**src/rtl/regfile.sv**
```systemverilog
// regfile: 32x32 MIPS register file, $0 hardwired to zero, same-cycle write-through to both read ports
module regfile #(
   parameter int DATA_W   = 32,
   parameter int ADDR_W   = 5,
   parameter int NUM_REGS = 32
) (
   input  logic              clk,
   input  logic              rst,
   input  logic              we,
   input  logic [ADDR_W-1:0] waddr,
   input  logic [DATA_W-1:0] wdata,
   input  logic              re1,
   input  logic [ADDR_W-1:0] raddr1,
   output logic [DATA_W-1:0] rdata1,
   input  logic              re2,
   input  logic [ADDR_W-1:0] raddr2,
   output logic [DATA_W-1:0] rdata2
);
   logic [DATA_W-1:0] regs [NUM_REGS];
   always_ff @(posedge clk)
      if (!rst)
         for (int i = 0; i < NUM_REGS; i++) regs[i] <= '0;
      else if (we && waddr != '0)
         regs[waddr] <= wdata;
   always_comb begin
      rdata1 = (!rst || raddr1 == '0 || !re1) ? '0 : (we && waddr == raddr1) ? wdata : regs[raddr1];
      rdata2 = (!rst || raddr2 == '0 || !re2) ? '0 : (we && waddr == raddr2) ? wdata : regs[raddr2];
   end
endmodule

```
**config.mk**
```make
export PLATFORM = sky130hd
export DESIGN_NAME = regfile
export DESIGN_NICKNAME = d
export VERILOG_FILES = /design/src/rtl/regfile.sv
export SDC_FILE = /design/constraint.sdc
export NUM_CORES = 2
export LEC_CHECK = 0
export CORE_AREA = 5 5 304 306
export DETAILED_ROUTE_END_ITERATION = 7
export DIE_AREA = 0 0 309 311
export PLACE_DENSITY_LB_ADDON = 0.1
export SLEW_MARGIN = 20
export SYNTH_ARGS = -nofsm -noshare
export SYNTH_HDL_FRONTEND = slang
export SYNTH_SLANG_ARGS = --single-unit
```
**constraint.sdc**
```tcl
create_clock -name clk -period 5.9 [get_ports clk]
set_input_delay 1.77 -clock clk [delete_from_list [all_inputs] [get_ports clk]]
set_output_delay 1.77 -clock clk [all_outputs]
set_load 0.05 [all_outputs]
```
==> summary.txt <==
STA
  – Max-slew violations: 0
  – Worst hold margin: 1990 ps
  – Post-route setup slack: -13.8 ps
  – Final cycle utilization of the critical path: 100%
  – Worst-margin pin slew: 1070 ps
  – Final setup fails: 2
  – Slew margin rel.: 28.7%
  – Final hold violations: 0
  – Fin Setup TNS: -22.4 ps
  – Achievable frequency: 169 MHz
  – Shortest period the worst path allows: 5910 ps
  – RSZ-0062 raised after global routing: yes

Flow run
  – Max Cap Violations: 0

Cells and area
  – Most flops, register: regs
  – Regs by FF count: regs x1024
  – Area delta synth->final: 16.9%
  – Max reg flops: 1,024
  – Layout cell share with drive strength beyond 1: 25.9%
  – Layout Nets: 4,016

Setup path
  – Worst setup SP type: input pin
  – Worst Path Required: 4130 ps
  – Critical path data arrival time: 4140 ps
  – Crit path max fanout: 22
  – Nature of the critical path endpoint: primary output
  – CP Class: in -> out

Routing
  – Vias per cell: 7.47
  – Via count: 39,036
  – DRT iter0 DRCs: 6,862
  – Drt first pass iters: 6
  – Wire per inst: 37.5 um
  – # DRC: 0
  – Final WL: 196,000 um
  – Post-route antenna net violation count: 0

Global routing
  – Antenna violations before repair: 12
  – Grt peak-use layer: met2
  – Grt met1 use: 54.6%
  – Routing usage on met3: 12.4%
  – GRT met2 Usage: 58.9%
  – First-pass GRT wire length: 277,000 um
  – Largest net degree at the start of global routing: 42
  – Overall routing resource usage: 40.2%
  – Total grt overflow: 0
  – Vias in the first global route: 39,195

CTS
  – CTS tree: done
  – Clock Tree Buf Depth: 3
  – CTS clock-pin slew for the worst setup and hold paths: 60 ps
  – Root buffer cell: clkbuf_16
  – Total CTS buffers: 105
  – H-tree depth: 3
  – Clock Sinks: 1,024

Power
  – Pleak: 22.6 nW
  – P per Cell Area: 279 nW/um^2
  – Peak ir drop on the vdd network: 0.248 mV

Floorplanning
  – Chip height: 311 um
  – Die width: 309 um
  – Starting Density: 61.4%
  – Die ar.: 96,100 um^2
  – # IOs: 116
  – Core ar.: 89,300 um^2
  – # rows: 110

Synth
  – Share of async-settable or async-resettable flops after synthesis: 0%
  – Mapped Area: 54,900 um^2
  – Post-synth top area cell: edfxtp_1
  – Syn. warnings: 0
  – #FFs+latches synth: 1,024
  – Post-synth EDFFs: 1,024
  – Top FF cell, synth: edfxtp_1
  – Average cell area after synthesis: 14.4 um^2
  – Synth area leaders: edfxtp_1 56%, mux4_2 16%, and2_1 11%
  – Post-synth top area share: 56.1%
  – Post-synthesis cell count: 3,803
  – Sequential-to-total area share from yosys stat: 56.1%
  – Library cells used by synthesis: 49

Place
  – IO buf count: 115
  – Gpl congestion: 0.950
  – Dpl hpwl: 123,000 um

Run status
  – Failing checks: setup timing
  – Outcome: complete, but fails checks

Min path
  – Min-delay worst type: in -> reg
[layout by cell type, fill, tap and decap left out, types with 30 or more instances in the layout]
| master | n |
|---|---|
| and2_1 | 992 |
| a221oi_1 | 63 |
| mux4_2 | 387 |
| a221o_1 | 31 |
| mux2i_1 | 251 |
| conb_1 | 32 |
| o21ai_0 | 33 |
| clkbuf_16 | 110 |
| o221ai_1 | 31 |
| o22ai_1 | 30 |
| a21oi_1 | 87 |
| a31oi_1 | 31 |
| edfxtp_1 | 1024 |
| nor2b_1 | 31 |
| a22o_1 | 58 |
| o21ai_4 | 31 |
| a211oi_1 | 30 |
| a22oi_1 | 62 |
| buf_12 | 136 |
| nand2_1 | 75 |
| buf_4 | 260 |
| clkdlybuf4s50_1 | 42 |
[through the flow]
step                      power, W  utilization, %  cells  area (um^2)  setup slack (ps)
after floorplan             0.0101               -   3834        55000               171
after global placement      0.0111            67.6   5030        60400              -286
after detailed placement    0.0111            67.6   5030        60400              -228
after CTS                   0.0178            71.5   5217        63900              3.11
after global routing        0.0183            71.8   5220        64100             -27.4
final                       0.0179            71.8   5224        64100             -13.8
[power breakdown]
group	leakage [nW]	internal, W	switching (W)
Combinational	11.2	0.00103	0.00142
Sequential	9.75	0.00841	0.000231
Clock	1.67	0.00394	0.00284
[critical path, cell delays in order]
cell and delay, ps:
clkdlybuf4s50_1 450, buf_12 170, or3b_4 390, buf_12 180
buf_12 180, o22ai_1 260, a2111oi_2 90, a21oi_1 240
a22o_1 170, buf_4 200
[worst paths after layout]
kind / cells after the start / end / from
max: 10 / rdata2[10] / raddr2[3]
min: 2 / regs[21][26] / wdata[26]
[per-layer routing]
metal	vias up	share of wire (%)
met5	-	0.020
li1	15050	-
met3	761	15
met4	4	6.1
met2	3700	44
met1	19521	34
[layout make-up]
class | instances | area (um^2)
Fill cell | 5644 | 25200
Timing Repair Buffer | 445 | 5240
Antenna cell | 4 | 10.0
Clock buffer | 128 | 2780
Sequential cell | 1024 | 30700
Multi-Input combinational cell | 2385 | 23200
Tap cell | 1176 | 1470
Inverter | 3 | 11.3
Clock inverter | 59 | 651
[timing repair]
action / in CTS / in global routing
gates resized for setup: 16 / 30
buffers inserted: 0 / 1
setup endpoints to repair: 11 / 31
hold buffers: 0 / 0
cloned: 0 / 2
pin swaps: 1 / 11
[synthesized netlist by cell type (31+ instances only)]
cell type and number:
a221o_1 31, nor2b_1 34, a221oi_1 63, o22ai_1 31
buf_2 60, a22o_1 62, nor2_1 37, clkbuf_1 321
edfxtp_1 1024, mux2i_1 252, a22oi_1 62, and2_1 993
a21oi_1 94, o221ai_1 32, mux4_2 387, o21ai_0 64
a31oi_1 31, nand2_1 75
[kinds of logic (layout without fill, tap and decap cells)]
kind of cell	after synthesis	after routing	share of synthesized area [%]
mux	640	640	20.5
other cells	1	36	0.00684
simple gates	1167	1167	12.8
buf+inv	425	635	3.31
flops	1024	1024	56.1
compound gates	536	536	7.15
xor+xnor	10	10	0.160
Note: power is estimated with default switching activity, not from simulation.
